`src/rtl/text_ctrl_pkg.sv`:
```
// Shared constants, geometry and state encoding for the text console write controller.
// The optional echo state exists only when TEXT_CTRL_ECHO_EN is defined.
package text_ctrl_pkg;

  localparam int unsigned COLS  = 32;
  localparam int unsigned ROWS  = 4;
  localparam int unsigned COL_W = 5;
  localparam int unsigned ROW_W = 2;
  localparam int unsigned CNT_W = COL_W + ROW_W;

  localparam logic [7:0] ASCII_CR = 8'h0D;
  localparam logic [7:0] ASCII_LF = 8'h0A;
  localparam logic [7:0] ASCII_BS = 8'h08;
  localparam logic [7:0] BLANK    = 8'h20;
  localparam logic [7:0] PRINT_LO = 8'h20;
  localparam logic [7:0] PRINT_HI = 8'h7E;

  typedef enum logic [2:0] {
    ST_IDLE     = 3'd0,
    ST_WRITE    = 3'd1,
    ST_LINE_CLR = 3'd2,
    ST_SCR_CLR  = 3'd3
`ifdef TEXT_CTRL_ECHO_EN
    , ST_ECHO   = 3'd4
`endif
  } state_t;

  // True for bytes that occupy a character cell
  function automatic logic is_printable(input logic [7:0] b);
    return (b >= PRINT_LO) && (b <= PRINT_HI);
  endfunction

endpackage

```
`src/rtl/text_clear_seq.sv`:
```
// Cell sweep counter for line and full-screen blanking.
// cell_c is the cell issued this cycle when start or advance is high; start
// restarts the sweep at cell 0. done is high while the last cell is on the bus.
module text_clear_seq
  import text_ctrl_pkg::*;
(
  input  logic             clk,
  input  logic             reset,
  input  logic             start,
  input  logic             advance,
  input  logic             scr,
  output logic [CNT_W-1:0] cell_c,
  output logic             done
);

  logic [CNT_W-1:0] cnt_q;
  logic             term_c;

  // Current cell and terminal detection for the selected sweep length
  always_comb begin
    cell_c = start ? '0 : cnt_q;
    term_c = scr ? (cell_c == CNT_W'(ROWS * COLS - 1))
                 : (cell_c[COL_W-1:0] == COL_W'(COLS - 1));
  end

  // Counter register and registered terminal flag
  always_ff @(posedge clk or posedge reset) begin
    if (reset) begin
      cnt_q <= '0;
      done  <= 1'b0;
    end else begin
      done <= (start || advance) && term_c;
      if (start || advance) begin
        cnt_q <= cell_c + CNT_W'(1);
      end
    end
  end

endmodule

```
`src/rtl/text_write_ctrl.sv`:
```
// Write sequencer for the VGA text console character RAM: interprets received
// bytes, owns the cursor and drives line/screen blanking.
// Define TEXT_CTRL_ECHO_EN to echo each accepted byte to the UART transmitter.
module text_write_ctrl
  import text_ctrl_pkg::*;
(
  input  logic             clk,
  input  logic             reset,
  input  logic             rx_valid,
  input  logic [7:0]       rx_data,
  input  logic             clear_req,
  input  logic             tx_busy,
  output logic             ram_we,
  output logic [ROW_W-1:0] ram_row,
  output logic [COL_W-1:0] ram_col,
  output logic [7:0]       ram_wdata,
  output logic [ROW_W-1:0] cur_row,
  output logic [COL_W-1:0] cur_col,
  output logic             busy,
  output logic             rx_drop,
  output logic             tx_start,
  output logic [7:0]       tx_data
);

`ifdef TEXT_CTRL_ECHO_EN
  localparam state_t ST_AFTER = ST_ECHO;
`else
  localparam state_t ST_AFTER = ST_IDLE;
`endif

  state_t           state, nxt_state;
  logic [7:0]       byte_q, nxt_byte;
  logic             nxt_we;
  logic [ROW_W-1:0] nxt_row, nxt_cur_row;
  logic [COL_W-1:0] nxt_col, nxt_cur_col;
  logic [7:0]       nxt_wdata;
  logic             seq_start, seq_adv, seq_scr, seq_done;
  logic [CNT_W-1:0] seq_cell_c;
  logic             wrap_c, is_eol_c;

  assign busy     = (state != ST_IDLE);
  assign rx_drop  = rx_valid && (clear_req || (state != ST_IDLE));
  assign wrap_c   = (byte_q != ASCII_BS) && (cur_col == COL_W'(COLS - 1));
  assign is_eol_c = (rx_data == ASCII_CR) || (rx_data == ASCII_LF);

  // Sweep control: clear_req restarts a screen sweep from any state
  always_comb begin
    seq_start = 1'b0;
    seq_adv   = 1'b0;
    seq_scr   = 1'b0;
    if (clear_req) begin
      seq_start = 1'b1;
      seq_scr   = 1'b1;
    end else begin
      case (state)
        ST_IDLE:     seq_start = rx_valid && is_eol_c;
        ST_WRITE:    seq_start = wrap_c;
        ST_LINE_CLR: seq_adv   = !seq_done;
        ST_SCR_CLR: begin
          seq_scr = 1'b1;
          seq_adv = !seq_done;
        end
        default: ;
      endcase
    end
  end

  text_clear_seq u_clear_seq (
    .clk     (clk),
    .reset   (reset),
    .start   (seq_start),
    .advance (seq_adv),
    .scr     (seq_scr),
    .cell_c  (seq_cell_c),
    .done    (seq_done)
  );

`ifdef TEXT_CTRL_ECHO_EN
  logic       nxt_tx_start;
  logic [7:0] nxt_tx_data;
`else
  logic       unused_tx_busy;
  assign unused_tx_busy = tx_busy;
  assign tx_start       = 1'b0;
  assign tx_data        = 8'h00;
`endif

  // Next state, next cursor and next RAM write port values
  always_comb begin
    nxt_state   = state;
    nxt_byte    = byte_q;
    nxt_we      = 1'b0;
    nxt_row     = ram_row;
    nxt_col     = ram_col;
    nxt_wdata   = ram_wdata;
    nxt_cur_row = cur_row;
    nxt_cur_col = cur_col;
`ifdef TEXT_CTRL_ECHO_EN
    nxt_tx_start = 1'b0;
    nxt_tx_data  = tx_data;
`endif
    if (clear_req) begin
      nxt_state = ST_SCR_CLR;
      nxt_we    = 1'b1;
      nxt_row   = seq_cell_c[CNT_W-1:COL_W];
      nxt_col   = seq_cell_c[COL_W-1:0];
      nxt_wdata = BLANK;
    end else begin
      case (state)
        ST_IDLE: begin
          if (rx_valid) begin
            nxt_byte = rx_data;
            if (is_printable(rx_data)) begin
              nxt_state = ST_WRITE;
              nxt_we    = 1'b1;
              nxt_row   = cur_row;
              nxt_col   = cur_col;
              nxt_wdata = rx_data;
            end else if (is_eol_c) begin
              nxt_state   = ST_LINE_CLR;
              nxt_we      = 1'b1;
              nxt_row     = cur_row + ROW_W'(1);
              nxt_col     = seq_cell_c[COL_W-1:0];
              nxt_wdata   = BLANK;
              nxt_cur_row = cur_row + ROW_W'(1);
              nxt_cur_col = '0;
            end else if ((rx_data == ASCII_BS) && (cur_col != '0)) begin
              nxt_state = ST_WRITE;
              nxt_we    = 1'b1;
              nxt_row   = cur_row;
              nxt_col   = cur_col - COL_W'(1);
              nxt_wdata = BLANK;
            end
          end
        end
        ST_WRITE: begin
          if (wrap_c) begin
            nxt_state   = ST_LINE_CLR;
            nxt_we      = 1'b1;
            nxt_row     = cur_row + ROW_W'(1);
            nxt_col     = seq_cell_c[COL_W-1:0];
            nxt_wdata   = BLANK;
            nxt_cur_row = cur_row + ROW_W'(1);
            nxt_cur_col = '0;
          end else begin
            nxt_state   = ST_AFTER;
            nxt_cur_col = (byte_q == ASCII_BS) ? cur_col - COL_W'(1)
                                               : cur_col + COL_W'(1);
          end
        end
        ST_LINE_CLR: begin
          if (seq_done) begin
            nxt_state = ST_AFTER;
          end else begin
            nxt_we    = 1'b1;
            nxt_row   = cur_row;
            nxt_col   = seq_cell_c[COL_W-1:0];
            nxt_wdata = BLANK;
          end
        end
        ST_SCR_CLR: begin
          if (seq_done) begin
            nxt_state   = ST_IDLE;
            nxt_cur_row = '0;
            nxt_cur_col = '0;
          end else begin
            nxt_we    = 1'b1;
            nxt_row   = seq_cell_c[CNT_W-1:COL_W];
            nxt_col   = seq_cell_c[COL_W-1:0];
            nxt_wdata = BLANK;
          end
        end
`ifdef TEXT_CTRL_ECHO_EN
        ST_ECHO: begin
          if (!tx_busy) begin
            nxt_state    = ST_IDLE;
            nxt_tx_start = 1'b1;
            nxt_tx_data  = byte_q;
          end
        end
`endif
        default: nxt_state = ST_IDLE;
      endcase
    end
  end

  // State, cursor and registered RAM port
  always_ff @(posedge clk or posedge reset) begin
    if (reset) begin
      state     <= ST_IDLE;
      byte_q    <= 8'h00;
      ram_we    <= 1'b0;
      ram_row   <= '0;
      ram_col   <= '0;
      ram_wdata <= 8'h00;
      cur_row   <= '0;
      cur_col   <= '0;
    end else begin
      state     <= nxt_state;
      byte_q    <= nxt_byte;
      ram_we    <= nxt_we;
      ram_row   <= nxt_row;
      ram_col   <= nxt_col;
      ram_wdata <= nxt_wdata;
      cur_row   <= nxt_cur_row;
      cur_col   <= nxt_cur_col;
    end
  end

`ifdef TEXT_CTRL_ECHO_EN
  // Registered echo request to the UART transmitter
  always_ff @(posedge clk or posedge reset) begin
    if (reset) begin
      tx_start <= 1'b0;
      tx_data  <= 8'h00;
    end else begin
      tx_start <= nxt_tx_start;
      tx_data  <= nxt_tx_data;
    end
  end
`endif

endmodule

```
`config.mk`:
```
export PLATFORM = sky130hd
export DESIGN_NAME = text_write_ctrl
export DESIGN_NICKNAME = d
export VERILOG_FILES = /design/src/rtl/text_ctrl_pkg.sv /design/src/rtl/text_clear_seq.sv /design/src/rtl/text_write_ctrl.sv
export SDC_FILE = /design/constraint.sdc
export NUM_CORES = 1
export LEC_CHECK = 0
export ABC_AREA = 1
export CORE_AREA = 4 4 103 105
export CTS_BUF_LIST = sky130_fd_sc_hd__clkbuf_16
export DETAILED_ROUTE_END_ITERATION = 10
export DIE_AREA = 0 0 107 109
export PLACE_DENSITY = 0.54
export SYNTH_ARGS = -nofsm -noshare
export SYNTH_HDL_FRONTEND = slang
export SYNTH_HIERARCHICAL = 1
export SYNTH_SLANG_ARGS = --single-unit
```
`constraint.sdc`:
```
create_clock -name clk -period 3.1 [get_ports clk]
set_input_delay 0.62 -clock clk [delete_from_list [all_inputs] [get_ports clk]]
set_output_delay 0.62 -clock clk [all_outputs]
set_load 0.01 [all_outputs]
```
== Word-level counts from Yosys, hierarchy flattened ==
Cells that the tools add are included.
Word-level totals
  bits in registers: 42
  bits in writable memories: 0
  latch bits: 0
  memories: 0
  output and inout bits: 34
  memory bits (read-only): 0
Cells by class
  add/subtract/negate cells: 4
  $lt $le $gt $ge: 2
  multiplexer cells: 61
  bitwise gates (word level): 1
  divide/modulo/power cells: 0
  equal/unequal tests: 23
  $mul: 0
  shift-type cells: 0
  reductions and logical operators: 23
Operators by type and width (number)
  5-bit two-way mux: 13
  8-bit two-way mux: 7
  8-bit by 4-bit equality test with 1-bit output (second input constant): 4
  5-bit case mux with 3 select lines: 2
  2-bit two-way mux: 13
  8-bit case mux with 3 select lines: 1
  3-bit two-way mux: 6
  3-bit != test (second input constant): 5
  1-bit two-way mux: 13
  6-bit AND reduction: 2
  5-bit equality test (second input constant): 2
  5-bit nonzero test: 2
  3-bit case mux with 3 select lines: 1
  8-bit by 6-bit greater-or-equal comparator with 1-bit output (second input constant): 1
  8-bit by 7-bit <= comparator with 1-bit output (second input constant): 1
  2-bit != test (second input constant): 4
  8-bit by 4-bit != test with 1-bit output (second input constant): 1
  2-bit case mux with 4 select lines: 1
  7-bit by 1-bit adder with 7-bit output (second input constant): 1
  7-bit equality test (second input constant): 1
  7-bit two-way mux: 1
  7-bit AND reduction: 1
  3-bit by 2-bit equality test with 1-bit output (second input constant): 2
  1-bit logical AND: 6
  other kinds (19): 23

== Depth between registers and ports, before layout ==
Gate-level depths: netlist (run 1).
  depth in word-level cells: 11
  mapped depth: 18

== Cells and area by module ==
The synthesis (run 1) kept the hierarchy.
By module, submodules not included
  text_write_ctrl: times used 1, cells an instance 332, sequential area each 825.8 µm², area each 2323.5 µm²
  text_clear_seq: times used 1, cells an instance 58, sequential area each 200.2 µm², area each 525.5 µm²

== Worst setup path after synthesis (run 1) ==
OpenSTA, ideal clock, no wires.
  path type: input to register
  from: in rx_data[6]
  to: reg u_clear_seq.cnt_q[4]
  path slack: 0.536 ns
  library setup time: 0.127 ns
  stages: 16
  arrival time: 2.438 ns
  buffers on the path: 2
  cells stage by stage: inv_2 nand2_1 nor2_4 nand2_4 buf_6 o211ai_1 buf_6 inv_8 nand2_1 inv_1 ha_1 nand2_1 nor2_8 ha_1 nand2_1 o21ai_0
Between the ends
  word-level cells in the longest chain between the ends: 7
  elaborated cells on any way between the ends: 9
RTL lines
  from (decl): line text_write_ctrl.sv:10  | input logic [7:0] rx_data,
  8-bit by 4-bit equality test with 1-bit output: line text_write_ctrl.sv:44  | assign is_eol_c = (rx_data == ASCII_CR) || (rx_data == ASCII_LF);
  1-bit logical OR (*): line text_write_ctrl.sv:44
  1-bit logical AND (*): line text_write_ctrl.sv:56  | ST_IDLE: seq_start = rx_valid && is_eol_c;
  1-bit case mux with 2 select lines (*): line text_write_ctrl.sv:55  | case (state)
  1-bit two-way mux (*): line text_write_ctrl.sv:51  | if (clear_req) begin
  net seq_start: line text_write_ctrl.sv:37  | logic seq_start, seq_adv, seq_scr, seq_done;
  7-bit two-way mux (*): line text_clear_seq.sv:21  | cell_c = start ? '0 : cnt_q;
  net seq_cell_c[1]: line text_write_ctrl.sv:38  | logic [CNT_W-1:0] seq_cell_c;
  7-bit by 1-bit adder with 7-bit output (*): line text_clear_seq.sv:34  | cnt_q <= cell_c + CNT_W'(1);
  to (signal assigned): line text_clear_seq.sv:34
  to (decl): line text_clear_seq.sv:16  | logic [CNT_W-1:0] cnt_q;
Mark *: on every way through the listed nets, which the timed path passes. The rest lies on a longest branch.
A chain may end at the register's enable or synchronous reset.

== Worst setup path in the final report (run 1) ==
  from: in rx_data[3]
  to: reg u_clear_seq.cnt_q[4]
The elaborated chain is that of the path after synthesis.

==> metrics.md, run 1 <==
| Metric | Value |
|---|---|
| Status | completed |
| Drt pass-1 iters | 5 |
| Skew-Pair Late Insertion Delay | 0.28 ns |
| Clock Power Share | 19.8% |
| CP max-delay cell | clkdlybuf4s50_1 |
| Fin Setup TNS | 0 ns |
| Final Wtd Congestion | 0.812 |
| Internal Power | roughly 1500 uW |
| Worst hold path class | reg2reg |
| # setup viols final | 0 |
| Least-Margin Pin Slew | 0.652 ns |
| Fillers | 1065 |
| Total clock sinks | 41 |
| Via density | 4.42 |
| CP max FO | 5 |
| Mapped Cells | 390 |
| Final antenna diode count | 0 |
| DP Wirelength | 5520 um |
| Reg power frac | a little under a third |
| Number of flops mapped to enable cells by yosys | 0 |
| Gate power share | between 40% and 50% |
| Final Hold Fails | 0 |
| Synth Flop Type | dfrtp_1 |
| Hold_ws | about 0.47 ns |
| Post-layout minimum cycle time | 2.76 ns |
| RSZ-0062 raised after global routing | no |
| Maximum VDD drop | 338 uV |
| Die height | roughly 110 um |
| Fin crit share | 89.2% |
| Commonest non-fill, non-tap cells in the layout | nand2_1, inv_1, dfrtp_1, clkdlybuf4s50_1 |
| Synth Register Bits | 41 |
| Ys Warns | 6 |
| Clock skew | 0.00490 ns |
| Layout Nets | 457 |
| Slew headroom | 56.5% |
| Synth-to-layout area growth | 23.1% |
| Final Max Tran Viols | 0 |
| CTS tree | built |
| Switching Fraction | ~43% |
| Congestion Overflow GR | 0 |
| Yosys cell types | 35 |
| Vias in the first global route | 2483 |
| Critical path type | in2reg |
| Clock Pin Slew Worst Setup and Hold Paths | around 0.060 ns |
| Routed via count | 2516 |
| Die span in x | 107 um |
| Starting DRT DRC Count | 77 |
| Port bufs | 36 |
| Initial Util | 29.6% |
| Commonest non-fill, non-tap cell in the layout | nand2_1 |
| DRC errors left | 0 |
| WP data arrival | 2.93 ns |
| Inst Count DP | 561 |
| GRT Util Overall | 12.4% |
| CTS Hold Bufs | 0 |
| F_max | 0.362 GHz |
| Share of layout cells above drive strength 1 | 13.3% |
| Simple-gate share of the synthesized area | 37.2% |
| Full die area | 11700 um^2 |
| Pwr Density | 743 nW/um^2 |
| Crit path cell chain | clkdlybuf4s50_1 -> inv_1 -> nor2_1 -> nand2_1 -> nand2_2 -> nand2_4 -> o211ai_1 -> buf_4 -> inv_8 -> nand2_1 -> inv_1 -> ha_1 -> nand2_1 -> nor2_8 -> ha_1 -> nand2_1 -> o21ai_0 |
| Crit-path most repeated cell | nand2_1 |
| CP required | 3.26 ns |
| Root buffer cell | clkbuf_16 |
| Largest family of logic cells by synthesized area | simple AND/OR/NAND/NOR gates |
| Post_cts resized | 0 |
| Synth Area in Adders | 3.95% |
| Largest net degree at the start of global routing | 19 |
| Final Non-Filler Cells | 569 |
| Area after DPL | 3360 um^2 |
| Detail Route Antenna Nets | 0 |
| Ports | 47 |
| CTS H-Tree Depth | 2 |
| Leak Pwr | 0.00183 uW |
| Mean post-synth cell area | around 7.3 um^2 |
| Max-cap viol count | 0 |
| Total setup buffers inserted after CTS | 0 |
| WL per Instance | 12.0 um |
| First-pass GRT wire length | 11800 um |
| Row count | 36 |
| Fraction of registers with async set/reset | 100% |
| Worst setup SP type | primary input |
| Core area | 9640 um^2 |
| Post-synthesis mux area share | 0% |
| Compound-cell area share of the yosys netlist | roughly 8% |
| CP peak stage delay | ~0.50 ns |
| Post-Syn Area | 2850 um^2 |
| Crit. End Element | register |
| Total CTS buffers | 5 |
| Synth Area in XOR/XNOR | 2.15% |
| Cell area after layout | 3510 um^2 |
| Switching power | 1110 uW |
| Max clock buf depth | 2 |
| Register area share after synthesis | 36.0% |
| Routed wire length | around 6800 um |
| Initial antenna violation count | 0 |
## layout make-up
| cell class | count | area [um^2] | share of cell area (%) |
|---|---|---|---|
| multi-input cells | 282 | 1500 | 42.6 |
| clock buffers | 5 | 125 | 3.57 |
| repair buffers | 46 | 448 | 12.8 |
| inverters | 59 | 229 | 6.53 |
| clock inverters | 3 | 17.5 | 0.499 |
| flip-flops and latches | 41 | 1030 | 29.3 |
| well taps | 133 | 166 | 4.74 |
## path summary, 6_finish.rpt
kind	start	end	slack [ns]	depth (start not counted)
max	rx_data[3]	u_clear_seq/cnt_q[4]$_DFFE_PP0P_	0.34	17
min	ram_wdata[1]$_DFFE_PP0P_	ram_wdata[1]$_DFFE_PP0P_	0.47	2
max reg2reg	cur_col[0]$_DFFE_PP0P_	u_clear_seq/cnt_q[4]$_DFFE_PP0P_	0.51	16
min reg2reg	ram_wdata[1]$_DFFE_PP0P_	ram_wdata[1]$_DFFE_PP0P_	0.47	2
max in group asynchronous	reset	byte_q[2]$_DFFE_PP0P_	1.80	3
min in group asynchronous	reset	u_clear_seq/cnt_q[6]$_DFFE_PP0P_	0.62	2
## cells by family after synthesis
family | Yosys count
flops | 41
compound gates | 40
other cells | 1
simple gates | 217
buf+inv | 75
fa+ha+maj | 9
xor+xnor | 7
## stage by stage
stage / setup WS [ns] / utilization (%) / power, uW
after CTS: 0.309 / 36.4 / 2640
final: 0.335 / 36.4 / 2600
after detailed placement: 0.0508 / 34.9 / 2110
after global placement: 0.0535 / 34.9 / 2100
after global routing: 0.0310 / 36.4 / 2860
after floorplan: 0.536 / - / 1720
## Yosys cell counts, types with 4 or more instances
master     n  area [um^2]
nor2_2     5         31.3
nand2_2    6         37.5
buf_6      4         45.0
ha_1       9          113
inv_2      7         26.3
o21ai_1    6         30.0
dfrtp_1   41         1030
nor2_4     4         45.0
xor2_1     5         43.8
nand2_1  115          432
inv_1     51          191
nor2_1    33          124
o21ai_0   21          105
nand3_1   33          165
buf_4     10         75.1
nand3_2    5         50.1
a21oi_1    7         35.0
## registers in the layout, indices dropped and copies added, names as in the netlist, 2 cells and up
name	cells
byte_q	8
ram_wdata	8
u_clear_seq/cnt_q	7
cur_col	5
ram_col	5
cur_row	2
ram_row	2
state	2
## worst max-delay path: cells and delay by family
| kind | cells | cell delay (ns) |
|---|---|---|
| AOI/OAI and AO/OA | 2 | 0.25 |
| adders and majority gates | 2 | 0.48 |
| buffers and inverters | 5 | 0.88 |
| and+or+nand+nor | 8 | 0.69 |
## metal layers
| metal | up-vias | track usage [%] | share of wire (%) |
|---|---|---|---|
| met1 | 1164 | 16.8 | 48 |
| met5 | - | 0 | 0 |
| met3 | 8 | 2.84 | 5.1 |
| met4 | 0 | 2.65 | 1.2 |
| met2 | 55 | 20.3 | 45 |
| li1 | 1289 | - | - |
## power by group through the flow
stage	registers [uW]	clock network, uW	logic (uW)
3_3_place_gp	839	0	1260
3_5_place_dp	842	0	1270
6_report	830	516	1260
4_1_cts	833	528	1280
2_1_floorplan	845	0	871
5_1_grt	858	548	1450
(Power assumes the default switching activity.)
==> run 2, diff against run 1 <==
--- a/config.mk
+++ b/config.mk
@@ -6,12 +6,11 @@
 export NUM_CORES = 1
 export LEC_CHECK = 0
 export ABC_AREA = 1
-export CORE_AREA = 4 4 103 105
+export CORE_AREA = 4 4 100 102
 export CTS_BUF_LIST = sky130_fd_sc_hd__clkbuf_16
 export DETAILED_ROUTE_END_ITERATION = 10
-export DIE_AREA = 0 0 107 109
-export PLACE_DENSITY = 0.54
+export DIE_AREA = 0 0 104 106
+export PLACE_DENSITY = 0.55
 export SYNTH_ARGS = -nofsm -noshare
 export SYNTH_HDL_FRONTEND = slang
-export SYNTH_HIERARCHICAL = 1
 export SYNTH_SLANG_ARGS = --single-unit
==> run 2 against run 1 <==
Count of clock-buffer cells in the layout did not move; largest power group unchanged; sequential power rose by 2%; highest routed layer unchanged; final cell count fell by 14%; sequential cell count did not move; global-route usage fell by 0.93 points; critical path depth fell by 11; design area fell by 6.5%; critical path type is now reg2out.
==> metrics.md, run 2 <==
| Metric | Value |
|---|---|
| Status | completed |
| Post-layout minimum cycle time | 2.73 ns (-0.0384 ns) |
| Mapped Cells | 338 (-13%) |
| Synth Register Bits | 41 (unchanged) |
| Drt pass-1 iters | 4 (-1) |
| F_max | 0.367 GHz (+1.4%) |
| Die span in x | 104 um (-2.8%) |
| CTS Hold Bufs | 0 (unchanged) |
| Mean post-synth cell area | 7.92 um^2 (+8.4%) |
| Max clock buf depth | 2 (unchanged) |
| Area share of the largest cell type after synthesis | 38.3% (+2.3 points) |
| Clock skew | 0.00481 ns (-0.0000934 ns) |
| Final antenna diode count | 0 (unchanged) |
| WL per Instance | 12.6 um (+4.6%) |
| DP Wirelength | 4650 um (-16%) |
| Total CTS buffers | 5 (unchanged) |
| Final Hold Fails | 0 (unchanged) |
| Clock Pin Slew Worst Setup and Hold Paths | 0.06 ns (about the same) |
| Internal Power | 1590 uW (+6.6%) |
| Worst setup SP type | register |
| Fillers | 939 (-12%) |
| Number of flops mapped to enable cells by yosys | 0 (unchanged) |
| Synth area leader | dfrtp_1 |
| Count leader, synth | nand2_1 |
| Crit. End Element | output port |
| Switching power | 1100 uW (-1.2%) |
| Leak Pwr | 0.00157 uW (-14%) |
| Commonest non-fill, non-tap cell in the layout | nand2_1 |
| CTS H-Tree Depth | 2 (unchanged) |
| Crit path cell chain | inv_1 -> ha_1 -> inv_1 -> nor2_1 -> nor2_1 -> clkdlybuf4s50_1 |
| Switching Fraction | 40.8% (-1.8 points) |
| Routed wire length | 6160 um (-9.9%) |
| Top Registers | byte_q (8), ram_wdata (8), u_clear_seq.cnt_q (7) |
| GRT Util Overall | 11.5% (-0.93 points) |
| Congestion Overflow GR | 0 (unchanged) |
| Fin crit share | 88.0% (-1.2 points) |
| Starting DRT DRC Count | 94 (+22%) |
| Port bufs | 36 (unchanged) |
| List of most frequent post-synthesis cells | nand2_1, inv_1, dfrtp_1 |
| Post_cts resized | 0 (unchanged) |
| CP top delay family | buffers and inverters |
| Row count | 35 (-2.8%) |
| Maximum VDD drop | 302 uV (-11%) |
| Share of layout cells above drive strength 1 | 11.9% (-1.4 points) |
| WP data arrival | 2.11 ns (-0.82 ns) |
| Post-Syn Area | 2680 um^2 (-6.1%) |
| Layout Nets | 401 (-12%) |
| Worst hold path class | reg2reg |
| Pwr Density | 820 nW/um^2 (+10%) |
| CP max FO | 7 (+2) |
| # setup viols final | 0 (unchanged) |
| Total setup buffers inserted after CTS | 0 (unchanged) |
| First-pass GRT wire length | 10300 um (-13%) |
| RSZ-0062 raised after global routing | no |
| Ys Warns | 0 (-6) |
| Core area | 9110 um^2 (-5.5%) |
| CP required | 2.48 ns (-0.78 ns) |
| Total clock sinks | 41 (unchanged) |
| Commonest non-fill, non-tap cells in the layout | nand2_1, inv_1, dfrtp_1, clkdlybuf4s50_1, o21ai_0 |
| Root buffer cell | clkbuf_16 |
| Skew-Pair Late Insertion Delay | 0.28 ns (about the same) |
| Full die area | 11000 um^2 (-5.5%) |
| Detail Route Antenna Nets | 0 (unchanged) |
| Vias in the first global route | 2155 (-13%) |
| Max-cap viol count | 0 (unchanged) |
| Initial antenna violation count | 0 (unchanged) |
| Clock Power Share | 22.4% (+2.6 points) |
| Die height | 106 um (-2.8%) |
| Ports | 47 (unchanged) |
| Gate power share | 46.3% (-2.0 points) |
| CP max-delay cell | clkdlybuf4s50_1 |
| Hold_ws | 0.479 ns (+0.00744 ns) |
| Register area share after synthesis | 38.3% (+2.3 points) |
| CP Buf/Inv Count | 3 (-2) |
| Largest net degree at the start of global routing | 42 (+23) |
| Slew headroom | 63.4% (+6.9 points) |
| CTS tree | built |
| Initial Util | 29.4% (-0.17 points) |
| Reg power frac | 31.4% (-0.5 points) |
| Synth Flop Type | dfrtp_1 |
| Via density | 4.60 (+4.0%) |
| Routed via count | 2253 (-10%) |
| Final Wtd Congestion | 0.834 (+2.7%) |
| Synth-to-layout area growth | 22.6% |
| DRC errors left | 0 (unchanged) |
| Yosys cell types | 39 (+11%) |
| CP peak stage delay | 0.49 ns (about the same) |
| Synth area leaders | dfrtp_1, nand2_1, inv_1 |
| Final Max Tran Viols | 0 (unchanged) |
| Fin Setup TNS | 0 ns (unchanged) |
| Fraction of registers with async set/reset | 100% (unchanged) |
| Post-Route Utilization | 36.0% (-0.37 points) |
| Least-Margin Pin Slew | 0.549 ns (-0.103 ns) |
| Critical path type | reg2out |
==> run 2: worst reg2reg max path, cell delays in order (launching register included) <==
cell,delay (ns)
dfrtp_1,0.42
ha_1,0.24
nand2_1,0.07
nor2_1,0.05
ha_1,0.21
nand3_2,0.10
nand2_4,0.08
nor2_8,0.25
nand3_4,0.18
nor2_8,0.17
ha_1,0.24
nand2_1,0.06
o21ai_0,0.07
==> run 2: worst paths after layout <==
path                                             start                                to  slack [ns]  cells after the start
worst max-delay path              state[0]$_DFFE_PP0P_                           rx_drop        0.37                      6
worst min-delay path            ram_col[2]$_DFFE_PP0P_            ram_col[2]$_DFFE_PP0P_        0.48                      2
worst max register to register  cur_col[0]$_DFFE_PP0P_  u_clear_seq.cnt_q[4]$_DFFE_PP0P_        0.83                     12
worst min register to register  ram_col[2]$_DFFE_PP0P_            ram_col[2]$_DFFE_PP0P_        0.48                      2
max in group asynchronous                        reset            cur_row[0]$_DFFE_PP0P_        1.94                      3
min in group asynchronous                        reset          ram_wdata[5]$_DFFE_PP0P_        0.78                      3
==> run 2: layout make-up <==
type	instances	area, um^2	share of cell area [%]
clock buffer	5	125	3.81
clock inverter	3	46.3	1.41
inverter	46	173	5.26
multi-input combinational	246	1400	42.6
sequential	41	1030	31.3
tap	111	139	4.23
timing repair buffer	38	375	11.4
==> run 2: layer usage <==
layer  track usage, %  up-vias  routed length [um]
li1                 -     1145                   -
met2             18.3       52                2780
met1             15.3     1052                3020
met4             3.32        0                  59
met3             3.04        4                 305
met5                0        -                   0
==> run 2: metrics by stage <==
stage                     setup WS [ns]  cells  power (uW)  cell area [um^2]
after floorplan                    1.06    346        1720              2710
after global placement            0.419    482        2090              3110
after detailed placement          0.372    482        2100              3110
after CTS                         0.361    490        2720              3280
after global routing              0.227    490        2920              3280
final                             0.373    490        2690              3280
==> run 2: cell families (layout without fill, tap and decap cells) <==
| logic type | count (synthesis) | after routing | share of synthesized area [%] |
|---|---|---|---|
| and+or+nand+nor | 159 | 159 | 30.4 |
| buffers and inverters | 59 | 92 | 10.6 |
| AOI/OAI and AO/OA | 58 | 58 | 12.5 |
| DFF | 41 | 41 | 38.3 |
| adders and majority gates | 10 | 10 | 4.68 |
| xor gates and xnor gates | 9 | 9 | 2.95 |
| other | 1 | 9 | 0.140 |
| muxes | 1 | 1 | 0.421 |
==> run 2: power by group through the flow <==
stage | sequential [uW] | clock (uW) | combinational, uW
after floorplan | 868 | 0 | 850
after global placement | 849 | 0 | 1240
after detailed placement | 853 | 0 | 1250
after CTS | 844 | 619 | 1260
after global routing | 872 | 640 | 1410
final | 844 | 601 | 1240
==> run 3, diff against run 2 <==
--- a/config.mk
+++ b/config.mk
@@ -6,10 +6,10 @@
 export NUM_CORES = 1
 export LEC_CHECK = 0
 export ABC_AREA = 1
-export CORE_AREA = 4 4 100 102
+export CORE_AREA = 2 2 98 100
 export CTS_BUF_LIST = sky130_fd_sc_hd__clkbuf_16
 export DETAILED_ROUTE_END_ITERATION = 10
-export DIE_AREA = 0 0 104 106
+export DIE_AREA = 0 0 100 102
 export PLACE_DENSITY = 0.55
 export SYNTH_ARGS = -nofsm -noshare
 export SYNTH_HDL_FRONTEND = slang
==> run 3 against run 2 <==
Maximum frequency up 1.1%; global-route usage is 0.82 points higher; power decreased by 0.41%; first-iteration DRC count increased by 27%; sequential cell count did not move; via count up 1.1%; largest power group unchanged.
==> metrics.md, run 3 (same netlist as run 2, synthesis figures left out) <==
| Metric | Value |
|---|---|
| CTS Hold Bufs | 0 (unchanged) |
| Drt pass-1 iters | 5 (+1) |
| DR top layer | met4 |
| WL per Instance | 12.4 um (-1.6%) |
| Worst setup SP type | register |
| WP data arrival | 2.08 ns (-0.03 ns) |
| Die height | 102 um (-3.8%) |
| Layout Nets | 401 (unchanged) |
| First-pass GRT wire length | 10000 um (-2.6%) |
| Fin Setup TNS | 0 ns (unchanged) |
| Hold_ws | 0.481 ns (+0.00214 ns) |
| Final Hold Fails | 0 (unchanged) |
| Total clock sinks | 41 (unchanged) |
| Routed via count | 2278 (+1.1%) |
| Top Registers | byte_q (8), ram_wdata (8), u_clear_seq.cnt_q (7) |
| Max-cap viol count | 0 (unchanged) |
| Gate power share | 46.6% (+0.3 points) |
| Clock Power Share | 22.0% (-0.4 points) |
| Final Wtd Congestion | 0.857 (+2.7%) |
| Switching power | 1090 uW (-0.64%) |
| Fin crit share | 87.0% (-0.94 points) |
| CP max FO | 7 (unchanged) |
| Initial Util | 29.4% (unchanged) |
| Reg power frac | 31.4% (about the same) |
| DP Wirelength | 4530 um (-2.7%) |
| Pwr Density | 818 nW/um^2 (-0.26%) |
| Starting DRT DRC Count | 119 (+27%) |
| Full die area | 10200 um^2 (-7.5%) |
| Metal-1 WL | 2970 um (-1.6%) |
| F_max | 0.371 GHz (+1.1%) |
| Commonest non-fill, non-tap cells in the layout | nand2_1, inv_1, dfrtp_1, clkdlybuf4s50_1, o21ai_0 |
| Skew-Pair Late Insertion Delay | 0.28 ns (about the same) |
| Clock skew | 0.00691 ns (+0.00211 ns) |
| Internal Power | 1590 uW (-0.25%) |
| DRC errors left | 0 (unchanged) |
| Core area | 9110 um^2 (unchanged) |
| Crit. End Element | output port |
| Maximum VDD drop | 363 uV (+20%) |
| Switching Fraction | 40.7% (-0.096 points) |
| GRT Util Overall | 12.3% (+0.82 points) |
| Worst hold path class | reg2reg |
| Via density | 4.65 (+1.1%) |
| Post-layout minimum cycle time | 2.70 ns (-0.0293 ns) |
| Critical path type | reg2out |
| Share of layout cells above drive strength 1 | 11.6% (-0.26 points) |
| CTS H-Tree Depth | 2 (unchanged) |
| Routed wire length | 6060 um (-1.6%) |
| Clock Pin Slew Worst Setup and Hold Paths | 0.06 ns (about the same) |
| Met3 WL post-DR | 283 um (-7.2%) |
| Final Max Tran Viols | 0 (unchanged) |
| Fillers | 942 (+0.32%) |
| Port bufs | 36 (unchanged) |
| Total CTS buffers | 5 (unchanged) |
| CP required | 2.48 ns (about the same) |
| Root buffer cell | clkbuf_16 |
| Row count | 35 (unchanged) |
| Largest net degree at the start of global routing | 42 (unchanged) |
| Total setup buffers inserted after CTS | 0 (unchanged) |
| CTS tree | built |
| Ports | 47 (unchanged) |
| Max clock buf depth | 2 (unchanged) |
| Die span in x | 100 um (-3.8%) |
| Commonest non-fill, non-tap cell in the layout | nand2_1 |
| Synth-to-layout area growth | 22.4% |
| Detail Route Antenna Nets | 0 (unchanged) |
| # setup viols final | 0 (unchanged) |
| Initial antenna violation count | 0 (unchanged) |
| Post_cts resized | 0 (unchanged) |
| Final antenna diode count | 0 (unchanged) |
| Leak Pwr | 0.00156 uW (-0.16%) |
| Status | completed |
| Congestion Overflow GR | 0 (unchanged) |
| RSZ-0062 raised after global routing | no |
| Vias in the first global route | 2182 (+1.3%) |
| Least-Margin Pin Slew | 0.558 ns (+0.00838 ns) |
| Met2 wire length | 2740 um (-1.4%) |
| Slew headroom | 62.8% (-0.56 points) |
[run 3: per-layer routing]
layer,global-route usage (%),vias up
met4,3.37,0
met2,19.6,50
li1,-,1144
met3,2.67,6
met1,16.9,1078
met5,0,-
[run 3: worst paths after layout]
kind | start | end | slack [ns] | cells past startpoint
max | state[0]$_DFFE_PP0P_ | rx_drop | 0.40 | 6
min | ram_col[3]$_DFFE_PP0P_ | ram_col[3]$_DFFE_PP0P_ | 0.48 | 2
max reg2reg | cur_col[0]$_DFFE_PP0P_ | u_clear_seq.cnt_q[4]$_DFFE_PP0P_ | 0.86 | 12
min reg2reg | ram_col[3]$_DFFE_PP0P_ | ram_col[3]$_DFFE_PP0P_ | 0.48 | 2
max in group asynchronous | reset | cur_row[1]$_DFFE_PP0P_ | 1.92 | 3
min in group asynchronous | reset | ram_wdata[7]$_DFFE_PP0P_ | 0.78 | 3
[run 3: layout make-up]
type	count	area (um^2)	share of cell area, %
Timing Repair Buffer	38	375	11.5
Multi-Input combinational cell	246	1400	42.6
Clock inverter	3	41.3	1.26
Inverter	46	173	5.27
Sequential cell	41	1030	31.3
Tap cell	111	139	4.24
Clock buffer	5	125	3.82
[run 3: power by group through the flow]
stage | clock network, uW | logic [uW] | registers, uW
6_report | 589 | 1250 | 842
5_1_grt | 625 | 1420 | 869
4_1_cts | 606 | 1260 | 844
3_5_place_dp | 0 | 1250 | 853
3_3_place_gp | 0 | 1240 | 847
2_1_floorplan | 0 | 850 | 868
[run 3: critical path: stages (launching register included)]
cell,delay (ns)
dfrtp_1,0.40
inv_1,0.13
ha_1,0.27
inv_1,0.16
nor2_1,0.25
nor2_1,0.10
clkdlybuf4s50_1,0.48
[run 3: metrics by stage]
stage / util, % / power, uW / setup slack (ns) / instances / instance area [um^2]
floorplan: - / 1720 / 1.06 / 346 / 2710
detailed placement: 34.1 / 2100 / 0.398 / 482 / 3110
CTS: 36.0 / 2710 / 0.401 / 490 / 3280
finish: 36.0 / 2680 / 0.403 / 490 / 3280
global route: 36.0 / 2910 / 0.345 / 490 / 3280
global placement: 34.1 / 2090 / 0.420 / 482 / 3110
